<file path="src/rtl/reset_supervisor.sv">
// rtl/reset_supervisor.sv - button/watchdog reset sequencer with staggered per-channel release
// Optional watchdog compiled in with RESET_SUPERVISOR_WDT_EN.
module reset_supervisor #(
   parameter int          NUM_CHANNELS    = 3,
   parameter int          DEBOUNCE_CYCLES = 24000,
   parameter int          HOLD_CYCLES     = 16,
   parameter int          STAGGER_CYCLES  = 4,
   parameter logic [31:0] WDT_TIMEOUT     = 32'd24000000
) (
   input  logic                    clk,
   input  logic                    reset,
   input  logic                    button_n,
   input  logic                    wdt_enable,
   input  logic                    wdt_kick,
   output logic [NUM_CHANNELS-1:0] rst_out,
   output logic                    por_done,
   output logic [1:0]              reset_cause
);

   localparam int LAST_RELEASE = (NUM_CHANNELS - 1) * STAGGER_CYCLES;
   localparam int DEB_W  = $clog2(DEBOUNCE_CYCLES + 1);
   localparam int HOLD_W = (HOLD_CYCLES > 1) ? $clog2(HOLD_CYCLES) : 1;
   localparam int STAG_W = (LAST_RELEASE > 1) ? $clog2(LAST_RELEASE) : 1;

   localparam logic [1:0] CAUSE_POR    = 2'd0;
   localparam logic [1:0] CAUSE_BUTTON = 2'd1;
   localparam logic [1:0] CAUSE_WDT    = 2'd2;

   typedef enum logic [1:0] {
      ST_ASSERT,
      ST_HOLD,
      ST_RELEASE,
      ST_RUN
   } state_t;

   state_t            state, state_nxt;
   logic [1:0]        cause_nxt;
   logic [HOLD_W-1:0] hold_cnt;
   logic [STAG_W-1:0] stag_cnt;

   logic              sync_meta, sync_btn;
   logic [DEB_W-1:0]  deb_cnt;
   logic              deb_fired;
   logic              press;
   logic              wdt_fire;

   always_ff @(posedge clk) begin
      if (reset) begin
         sync_meta <= 1'b1;
         sync_btn  <= 1'b1;
      end else begin
         sync_meta <= button_n;
         sync_btn  <= sync_meta;
      end
   end

   // The counter saturates once the low period is long enough; press is issued
   // one cycle later and deb_fired blocks repeats until a high sample is seen.
   always_ff @(posedge clk) begin
      if (reset) begin
         deb_cnt   <= '0;
         deb_fired <= 1'b0;
         press     <= 1'b0;
      end else begin
         press <= (deb_cnt == DEB_W'(DEBOUNCE_CYCLES)) && !deb_fired;
         if (sync_btn) begin
            deb_cnt   <= '0;
            deb_fired <= 1'b0;
         end else begin
            if (deb_cnt != DEB_W'(DEBOUNCE_CYCLES))
               deb_cnt <= deb_cnt + 1'b1;
            else
               deb_fired <= 1'b1;
         end
      end
   end

`ifdef RESET_SUPERVISOR_WDT_EN
   logic [31:0] wdt_cnt;

   assign wdt_fire = (state == ST_RUN) && wdt_enable && !wdt_kick &&
                     (wdt_cnt == WDT_TIMEOUT - 32'd1);

   always_ff @(posedge clk) begin
      if (reset || state != ST_RUN || !wdt_enable || wdt_kick || wdt_fire)
         wdt_cnt <= '0;
      else
         wdt_cnt <= wdt_cnt + 32'd1;
   end
`else
   logic unused_wdt;

   assign wdt_fire   = 1'b0;
   assign unused_wdt = wdt_enable ^ wdt_kick;
`endif

   always_ff @(posedge clk) begin
      if (reset) begin
         state       <= ST_ASSERT;
         reset_cause <= CAUSE_POR;
         hold_cnt    <= '0;
         stag_cnt    <= '0;
      end else begin
         state       <= state_nxt;
         reset_cause <= cause_nxt;
         if (state == ST_HOLD && state_nxt == ST_HOLD)
            hold_cnt <= hold_cnt + 1'b1;
         else
            hold_cnt <= '0;
         if (state == ST_RELEASE && state_nxt == ST_RELEASE)
            stag_cnt <= stag_cnt + 1'b1;
         else
            stag_cnt <= '0;
      end
   end

   always_comb begin
      state_nxt = state;
      cause_nxt = reset_cause;
      rst_out   = '0;
      por_done  = 1'b0;

      // Button outranks the watchdog when both land in the same cycle.
      if (press) begin
         state_nxt = ST_ASSERT;
         cause_nxt = CAUSE_BUTTON;
      end else if (wdt_fire) begin
         state_nxt = ST_ASSERT;
         cause_nxt = CAUSE_WDT;
      end else begin
         case (state)
            ST_ASSERT: state_nxt = ST_HOLD;
            ST_HOLD: begin
               if (hold_cnt == HOLD_W'(HOLD_CYCLES - 1))
                  state_nxt = (LAST_RELEASE == 0) ? ST_RUN : ST_RELEASE;
            end
            ST_RELEASE: begin
               if (stag_cnt == STAG_W'(LAST_RELEASE - 1))
                  state_nxt = ST_RUN;
            end
            default: state_nxt = state;
         endcase
      end

      case (state)
         ST_ASSERT, ST_HOLD: rst_out = '1;
         ST_RELEASE: begin
            for (int i = 0; i < NUM_CHANNELS; i++)
               rst_out[i] = int'(stag_cnt) < i * STAGGER_CYCLES;
         end
         default: por_done = 1'b1;
      endcase
   end

endmodule

</file>
<file path="config.mk">
export PLATFORM = sky130hd
export DESIGN_NAME = reset_supervisor
export DESIGN_NICKNAME = d
export VERILOG_FILES = /design/src/rtl/reset_supervisor.sv
export SDC_FILE = /design/constraint.sdc
export NUM_CORES = 1
export LEC_CHECK = 0
export BUFFER_PORTS_ARGS = -buffer_cell sky130_fd_sc_hd__buf_2
export CAP_MARGIN = 10
export CORE_UTILIZATION = 28
export CTS_CLUSTER_DIAMETER = 80
export DETAILED_ROUTE_END_ITERATION = 8
export HOLD_SLACK_MARGIN = 0.1
export MAX_ROUTING_LAYER = met4
export PLACE_DENSITY = 0.55
export SLEW_MARGIN = 25
export SYNTH_ARGS = -nofsm -noshare
export SYNTH_HDL_FRONTEND = slang
export SYNTH_SLANG_ARGS = --single-unit
</file>
<file path="constraint.sdc">
create_clock -name clk -period 1.6 [get_ports clk]
set_clock_uncertainty 0.15 [all_clocks]
set_input_delay 0.08 -clock clk [delete_from_list [all_inputs] [get_ports clk]]
set_output_delay 0.08 -clock clk [all_outputs]
set_load 0.02 [all_outputs]
</file>
==> flow_metrics.py <==
metrics = {
    "synthesis": {
        "synthTopCellsByArea": "dfxtp_1, ha_1, mux2i_1",
        "synth_most_common_cell": "dfxtp_1",
        "synth_area_per_cell_um2": 9.37,
        "syn_area_um2": 1270,
        "synth_area_leader_cell": "dfxtp_1",
        "synth_edf_count": 0,
        "ys.warnings.count": 0,
        "synth_common_cells": "dfxtp_1, nand2_1, nor2_1",
        "synthCells": 136,
        "synth_flop_cell": "dfxtp_1",
        "synthArstFlopShare": 0,
        "ys_seq_elements": 29,
        "synth_top_area_frac": 0.456,
        "synth-seq-area-share": 0.456,
        "netlist-cell-type-count": 38,
        "syn-num-nets": 146,
    },
    "critical_path": {
        "required_ns": 1.65,
        "crit_path_max_incr_delay_ns": 0.55,
        "slowest_stage": "or4_4",
        "cp.buffers_inverters": 1,
        "path_class": "reg -> reg",
        "crit_family": "simple AND/OR/NAND/NOR gates",
        "cp.arrival_ns": 1.64,
        "critical_path.max_fanout": 5,
        "crit_path_end_kind": "flip-flop",
        "crit_chain": "or4_4, nor4_4, buf_4, mux2i_1",
        "crit_path_start_kind": "flip-flop",
    },
    "global_routing": {
        "grt_pass1_vias": 1125,
        "grt_pass1_wl_mm": 4.68,
        "grt_max_degree": 12,
        "grt_use_total": 0.128,
        "grt_overflow": 0,
        "antenna_found_initial": 0,
    },
    "final_layout": {
        "area_growth_pct": 30.1,
        "drive_gt1_frac": 0.281,
        "fillers": 443,
        "diodes": 0,
        "fin_area_um2": 1660,
        "multi_input_area_um2": 669,
        "layout.nets": 177,
        "post-route-util": 0.380,
        "regArea_um2": 592,
    },
    "drt": {
        "drt_iter0_drc": 16,
        "vias_per_cell": 4.81,
        "vias": 1054,
        "wl_met1_mm": 1.13,
        "first_pass_iters": 3,
        "antenna_left": 0,
        "top_layer": "met4",
        "wl_met3_um": 74,
        "wl_mm": 2.64,
        "wl_per_cell_um": 12.1,
        "dr_wl_met2_mm": 1.39,
        "drc_errors": 0,
    },
    "clocking": {
        "cts_root_buffer": "clkbuf_8",
        "path_clk_slew_ns": 0.06,
        "cts.sinks": 29,
        "cts_buffers": 5,
        "htreeDepth": 2,
        "clock_path_buffers": 2,
        "cts_tree": "done",
        "clkLatencyLatePin_ns": 0.28,
    },
    "sta": {
        "drv_slew": 0,
        "fin_crit_sh": 0.994,
        "setup_tns_ns": 0,
        "setup_viol": 0,
        "timing.fmax_mhz": 629,
        "layout_min_cycle_time_ns": 1.59,
        "rsz0062_at_grt": "true",
        "holdWs_ns": 0.0351,
        "hold_viol_final": 0,
    },
    "place": {
        "numPortBuffers": 7,
        "dpl_cell_area_um2": 1460,
        "gp_congestion": 0.745,
        "dp_hpwl_mm": 1.88,
    },
    "power": {
        "p_leak_uw": 0.000584,
        "ir_drop_mv": 0.377,
        "power_uw": 1370,
        "power-per-cell-area_nw_per_um2": 826,
    },
    "flow_run": {
        "maxCapViolations": 0,
    },
    "die": {
        "rows": 24,
        "start_util": 0.293,
        "dieArea_um2": 4820,
        "ioPinCount": 11,
        "die_w_um": 69.4,
        "core-area_um2": 4350,
        "fp.dieH_um": 69.4,
    },
    "hold_path": {
        "min_path_type": "in -> reg",
    },
    "outcome": {
        "status": "finished, final reports clean",
    },
}
-- metrics by stage --
stage	setup slack, ns	cells
final	0.0102	219
after global routing	-0.0471	219
after CTS	0.00853	220
after detailed placement	-0.117	206
after global placement	-0.0348	206
after floorplan	0.0102	136
-- report_power, final --
group,total [µW],switching (µW),leakage [µW],internal [µW]
combinational,39.6,19.5,0.000302,20.0
sequential,734,5.17,0.000238,728
clock,596,256,0.0000443,340
-- cells by family after synthesis --
family / after synthesis / share of synthesized area
adders and majority gates: 5 / 0.0491
buffers and inverters: 12 / 0.0442
DFF: 29 / 0.456
xor gates and xnor gates: 4 / 0.0275
and+or+nand+nor: 61 / 0.288
other: 1 / 0.00294
muxes: 5 / 0.0393
AOI/OAI and AO/OA: 19 / 0.0933
-- area by class of cell --
cell class	instances	share of cell area
Sequential cell	29	0.357
Tap cell	52	0.0393
Timing Repair Buffer	28	0.129
Inverter	8	0.0181
Clock buffer	7	0.0521
Multi-Input combinational cell	95	0.404
-- metal layers --
metal	global-route usage	vias up
li1	-	543
met1	0.123	496
met2	0.225	8
met3	0.0436	7
met4	0.0635	0
met5	-	-
-- sequential cells by signal (all words and copies together) (netlist names) --
register / cells
reset_cause: 1
deb_cnt: 15
stag_cnt: 3
hold_cnt: 4
press: 1
state: 2
deb_fired: 1
sync_meta: 1
sync_btn: 1
-- worst paths after layout --
check,startpoint,end,slack [ns],cells past startpoint
max,deb_cnt[3],deb_cnt[1],0.01,4
min,reset,deb_cnt[13],0.04,3
max reg2reg,deb_cnt[3],deb_cnt[1],0.01,4
min reg2reg,stag_cnt[0],stag_cnt[0],0.27,1
-- worst min-delay path: stages --
cell     delay [ns]
buf_2          0.16
or3_1          0.12
mux2i_1        0.05
-- repair_timing --
action | in CTS | in global routing
pin swaps | 0 | 0
hold buffers | 7 | 1
endpoints found under the setup margin | 4 | 12
resized for setup | 4 | 13
setup buffers | 0 | 0
endpoints found under the hold margin | 10 | 1
-- cells in the final DEF, fill, tap and decap left out, types with 2 or more instances in the layout --
cell type       n
buf_4          14
nand3_1         4
nor4_1          3
clkbuf_8        6
o31ai_1         5
xor2_1          2
nand4_1         3
or3_1           4
inv_1           7
nor2_1         10
ha_1            4
xnor2_1         2
o21a_1          2
and3_1          2
buf_2           7
a21oi_1         7
dfxtp_1        22
or4_1           5
and2_1          2
dfxtp_2         6
o21ai_0         2
mux2i_1         5
nand2_1        10
or2_2           4
dlygate4sd3_1   5
No activity file was read; power rests on OpenSTA's default activity.
